`src/rtl/ariane_pkg.sv`:
```
// AMO request/response types shared between the cores and the cache subsystem.
package ariane_pkg;

  typedef enum logic [3:0] {
    AMO_NONE = 4'b0000,
    AMO_LR   = 4'b0001,
    AMO_SC   = 4'b0010,
    AMO_SWAP = 4'b0011,
    AMO_ADD  = 4'b0100,
    AMO_AND  = 4'b0101,
    AMO_OR   = 4'b0110,
    AMO_XOR  = 4'b0111,
    AMO_MAX  = 4'b1000,
    AMO_MAXU = 4'b1001,
    AMO_MIN  = 4'b1010,
    AMO_MINU = 4'b1011,
    AMO_CAS1 = 4'b1100,
    AMO_CAS2 = 4'b1101
  } amo_t;

  typedef struct packed {
    logic        req;
    amo_t        amo_op;
    logic [1:0]  size;
    logic [63:0] operand_a;
    logic [63:0] operand_b;
  } amo_req_t;

  typedef struct packed {
    logic        ack;
    logic [63:0] result;
  } amo_resp_t;

endpackage

```
`src/rtl/amo_rr_picker.sv`:
```
// Combinational round-robin search: first requesting port at or after rr_ptr_i, wrapping.
module amo_rr_picker #(
  parameter int unsigned NR_PORTS = 2
) (
  input  logic [NR_PORTS-1:0]         req_i,
  input  logic [$clog2(NR_PORTS)-1:0] rr_ptr_i,
  output logic                        valid_o,
  output logic [$clog2(NR_PORTS)-1:0] idx_o
);

  localparam int unsigned IDX_W = $clog2(NR_PORTS);

  int unsigned cand;

  always_comb begin
    valid_o = 1'b0;
    idx_o   = '0;
    cand    = 0;
    for (int unsigned i = 0; i < NR_PORTS; i++) begin
      cand = 32'(rr_ptr_i) + i;
      if (cand >= NR_PORTS) cand = cand - NR_PORTS;
      if (!valid_o && req_i[IDX_W'(cand)]) begin
        valid_o = 1'b1;
        idx_o   = IDX_W'(cand);
      end
    end
  end

endmodule

```
`src/rtl/amo_arbiter.sv`:
```
// Serialises AMO requests from NR_PORTS requesters onto one cache port, round-robin.
module amo_arbiter
  import ariane_pkg::*;
#(
  parameter int unsigned NR_PORTS = 2
) (
  input  logic                          clk_i,
  input  logic                          rst_ni,
  input  amo_req_t  [NR_PORTS-1:0]      amo_req_i,
  output amo_resp_t [NR_PORTS-1:0]      amo_resp_o,
  output amo_req_t                      amo_req_o,
  input  amo_resp_t                     amo_resp_i,
  output logic                          busy_o,
  output logic [$clog2(NR_PORTS)-1:0]   gnt_idx_o
);

  localparam int unsigned IDX_W = $clog2(NR_PORTS);

  typedef enum logic {IDLE, BUSY} state_e;

  state_e               state_q, state_d;
  logic [IDX_W-1:0]     rr_ptr_q, rr_ptr_d;
  logic [IDX_W-1:0]     gnt_idx_q, gnt_idx_d;
  amo_req_t             payload_q, payload_d;

  logic [NR_PORTS-1:0]  req_vec;
  logic                 pick_valid;
  logic [IDX_W-1:0]     pick_idx;

  always_comb begin
    req_vec = '0;
    for (int unsigned k = 0; k < NR_PORTS; k++) req_vec[k] = amo_req_i[k].req;
  end

  amo_rr_picker #(.NR_PORTS(NR_PORTS)) u_picker (
    .req_i    (req_vec),
    .rr_ptr_i (rr_ptr_q),
    .valid_o  (pick_valid),
    .idx_o    (pick_idx)
  );

  always_ff @(posedge clk_i) begin
    if (!rst_ni) begin
      state_q   <= IDLE;
      rr_ptr_q  <= '0;
      gnt_idx_q <= '0;
      payload_q <= '0;
    end else begin
      state_q   <= state_d;
      rr_ptr_q  <= rr_ptr_d;
      gnt_idx_q <= gnt_idx_d;
      payload_q <= payload_d;
    end
  end

  // Next state: grant in IDLE, release on cache ack in BUSY; acks in IDLE are dropped.
  always_comb begin
    state_d   = state_q;
    rr_ptr_d  = rr_ptr_q;
    gnt_idx_d = gnt_idx_q;
    payload_d = payload_q;
    unique case (state_q)
      IDLE: begin
        if (pick_valid) begin
          state_d       = BUSY;
          gnt_idx_d     = pick_idx;
          payload_d     = amo_req_i[pick_idx];
          payload_d.req = 1'b0;
        end
      end
      BUSY: begin
        if (amo_resp_i.ack) begin
          state_d  = IDLE;
          rr_ptr_d = (gnt_idx_q == IDX_W'(NR_PORTS - 1)) ? '0 : gnt_idx_q + IDX_W'(1);
        end
      end
      default: state_d = IDLE;
    endcase
  end

  assign busy_o    = (state_q == BUSY);
  assign gnt_idx_o = gnt_idx_q;

  always_comb begin
    amo_req_o     = payload_q;
    amo_req_o.req = (state_q == BUSY);
  end

  // Response is routed straight through to the granted port only.
  always_comb begin
    amo_resp_o = '0;
    if (state_q == BUSY) amo_resp_o[gnt_idx_q] = amo_resp_i;
  end

endmodule

```
`config.mk`:
```
export PLATFORM = sky130hd
export DESIGN_NAME = amo_arbiter
export DESIGN_NICKNAME = d
export VERILOG_FILES = /design/src/rtl/ariane_pkg.sv /design/src/rtl/amo_rr_picker.sv /design/src/rtl/amo_arbiter.sv
export SDC_FILE = /design/constraint.sdc
export NUM_CORES = 1
export LEC_CHECK = 0
export ABC_AREA = 1
export CAP_MARGIN = 40
export CELL_PAD_IN_SITES_DETAIL_PLACEMENT = 1
export CELL_PAD_IN_SITES_GLOBAL_PLACEMENT = 1
export CORE_AREA = 2 2 233 235
export CTS_CLUSTER_SIZE = 25
export DETAILED_ROUTE_END_ITERATION = 10
export DIE_AREA = 0 0 235 237
export PLACE_DENSITY_LB_ADDON = 0.12
export SYNTH_ARGS = -nofsm -noshare
export SYNTH_HDL_FRONTEND = slang
export SYNTH_SLANG_ARGS = --single-unit
```
`constraint.sdc`:
```
create_clock -name clk_i -period 2.6 [get_ports clk_i]
set_input_delay 0.39 -clock clk_i [delete_from_list [all_inputs] [get_ports clk_i]]
set_output_delay 0.39 -clock clk_i [all_outputs]
set_load 0.02 [all_outputs]
```
==> impl_metrics.env <==
export IMPL_reg2reg_depth=8
export IMPL_criticalPathCategory="reg2out"
export IMPL_pwr_share_seq_pct=31.0
export IMPL_synth_cell_type_count=16
export IMPL_num_fill_cells=6578
export IMPL_arrival_ns=2.09
export IMPL_r2r_setup_slack_ns=1.09
export IMPL_ctsResizeCount=64
export IMPL_multiInputGateArea_um2=3606
export IMPL_dpl_hpwl_mm=35.58
export IMPL_async_flop_share_pct=0
export IMPL_gp_congestion=0.8623
export IMPL_row_count=85
export IMPL_synth_area_leader_cell="dfxtp_1"
export IMPL_min_period_over_period_pct=95.22
export IMPL_hold_slack_ns=0.4077
export IMPL_grt_first_pass_wirelength_mm=70.68
export IMPL_crit_path_start="busy_o"
export IMPL_cts_sinks=137
export IMPL_core_area_um2=53280
export IMPL_start_util_pct=15.04
export IMPL_pwr_share_clk_pct=35.4
export IMPL_reg2reg_to="amo_req_o[72]"
export IMPL_cap_viol_max_count=0
export IMPL_vdd_ir_drop_max_mv=0.3948
export IMPL_cts_tree="done"
export IMPL_postSynthCellCount=1387
export IMPL_regArea_um2=2743
export IMPL_pin_count=604
export IMPL_synthTopCellsByArea="dfxtp_1 34%, nand3_1 17%, inv_1 16%"
export IMPL_crit_chain="buf_4 > nand2_2 > buf_12 > nor2_1 > clkdlybuf4s50_1"
export IMPL_synthTopCellsByCount="335 x inv_1, 272 x nand2_1, 269 x nand3_1, 137 x dfxtp_1, 136 x a21oi_1"
export IMPL_combPwrFrac_pct=33.6
export IMPL_tightest_slew_ns=0.5434
export IMPL_setup_viol=0
export IMPL_die_h_um=237
export IMPL_dieArea_um2=55700
export IMPL_max_clock_freq_mhz=403.9
export IMPL_grt_pass1_vias=10740
export IMPL_endpoint="amo_resp_o[129]"
export IMPL_hold_class="in2reg"
export IMPL_cts_buffers=17
export IMPL_drive_gt1_share_pct=2.735
export IMPL_ys_warnings_count=0
export IMPL_critPathLaunchType="register"
export IMPL_cts_root_buf="clkbuf_16"
export IMPL_clk_pin_slew_worst_paths_ns=0.06
export IMPL_cts_hold_buf=0
export IMPL_power_switching_mw=2.624
export IMPL_intPower_mw=5.194
export IMPL_synth_most_common_cell="inv_1"
export IMPL_finClkSkew_ns=0.009536
export IMPL_synth_top_area_share_pct=34.23
export IMPL_max_stage_delay_ns=0.64
export IMPL_p_leak_nw=7.510
export IMPL_avgSynthCellArea_um2=5.777
export IMPL_synth_edf_count=0
export IMPL_grt_max_degree=75
export IMPL_relSlewSlack_pct=63.66
export IMPL_postCtsSetupRepairBufs=0
export IMPL_slowest_stage="clkdlybuf4s50_1"
export IMPL_drc=0
export IMPL_gr_usage_all_layers_pct=16.96
export IMPL_yosysSeqAreaShare_pct=34.23
export IMPL_grt_overflow_total=0
export IMPL_ys_ff_latch=137
export IMPL_routedWlPerCell_um=18.18
export IMPL_portBuffers=603
export IMPL_finalHoldViolations=0
export IMPL_period_needed_ns=2.476
export IMPL_endpoint_kind="output port"
export IMPL_die_x_um=235
export IMPL_ys_flop_type="dfxtp_1"
export IMPL_clockBufferDepth=2
export IMPL_cp_required_ns=2.21
export IMPL_switching_share_pct=33.56
export IMPL_rsz0062_at_grt="false"
export IMPL_drt_iter0_drc=368
export IMPL_vias_per_cell=3.969
export IMPL_insertion_delay_ns=0.47
export IMPL_status="finished clean"
export IMPL_syn_area_um2=8013
export IMPL_hold_start="amo_req_i[269]"
export IMPL_fin_setup_tns_ns=0
export IMPL_antenna_left=0
export IMPL_power_density_nw_per_um2=508.6
export IMPL_path_max_fanout=65
export IMPL_syn_nets=1724
export IMPL_htree_levels=4
export IMPL_vias=10460
export IMPL_final_nets=2262
export IMPL_area_growth_pct=91.83
export IMPL_drt_pre_antenna_iters=4
export IMPL_drv_slew=0
export IMPL_reg2reg_from="rr_ptr_q"
export IMPL_drt_wl_total_mm=47.91
export IMPL_min_delay_path_depth=3
export IMPL_antenna_found_initial=2
metrics by stage:
stage | cells | total power, mW | util [%] | area [um2] | setup slack (ns)
2_1_floorplan | 1387 | 3.671 | - | 8013 | 0.7255
3_3_place_gp | 2602 | 5.163 | 27.80 | 14810 | 0.4357
3_5_place_dp | 2602 | 5.189 | 27.80 | 14810 | 0.4257
4_1_cts | 2634 | 8.044 | 28.84 | 15370 | 0.03584
5_1_grt | 2635 | 8.304 | 28.85 | 15370 | 0.0009006
6_report | 2635 | 7.817 | 28.85 | 15370 | 0.1243
power by group through the flow:
stage	sequential [mW]	clock, mW	combinational (mW)
finish	2.42	2.77	2.62
global route	2.45	2.98	2.87
CTS	2.43	2.93	2.68
detailed placement	2.47	0	2.72
global placement	2.46	0	2.70
floorplan	2.72	0	0.949
critical path: cells and delay by family, from the launching register on:
kind | cells | cell delay (ns)
buffers and inverters | 3 | 1.02
AND/OR/NAND/NOR | 2 | 0.26
flip-flops | 1 | 0.33
state kept, by name (all words and copies together) (netlist names):
signal / cells
amo_req_o: 134
busy_o: 1
gnt_idx_o: 1
rr_ptr_q: 1
per-layer routing:
layer	share of wire (%)	GRT usage [%]	up-vias	wire (um)
li1	-	-	5236	-
met1	42	19.86	4844	20130
met2	48	28.77	337	23170
met3	7.7	6.225	39	3669
met4	1.9	5.121	2	929
met5	0.021	0	-	10
final cells by class:
| cell class | instances | share of cell area, % |
|---|---|---|
| inverter | 336 | 8.221 |
| clock buffer | 21 | 2.930 |
| clock inverter | 11 | 1.213 |
| timing repair buffer | 619 | 40.65 |
| multi-input combinational | 814 | 23.46 |
| tap | 696 | 5.665 |
| antenna | 1 | 0.01628 |
| sequential | 137 | 17.84 |
logic make-up (layout without fill, tap and decap cells):
group	count (synthesis)	in the layout	share of synthesized area (%)
AO/OA/AOI/OAI	138	138	8.698
buffers and inverters	436	987	21.08
flip-flops	137	137	34.23
other	0	1	0
AND/OR/NAND/NOR	676	676	35.99
cell usage in the layout (no fill, tap or decap), drive strengths merged:
cell type	synthesis	final
buf	48	17
dlygate4sd2	0	64
diode	0	1
inv	336	340
a21oi	136	136
clkbuf	52	21
nand2	274	274
nor2	132	132
nand3	269	269
clkinv	0	3
or2	1	1
dfxtp	137	137
bufinv	0	4
a211oi	1	1
clkdlybuf4s50	0	538
o21ai	1	1
worst min path at each step:
stage / to / slack [ns]
2_1_floorplan: rr_ptr_q / 0.46
3_3_place_gp: amo_req_o[1] / 0.52
3_5_place_dp: amo_req_o[52] / 0.53
4_1_cts: gnt_idx_o / 0.38
5_1_grt: gnt_idx_o / 0.40
6_report: gnt_idx_o / 0.41
(Power assumes the default switching activity.)
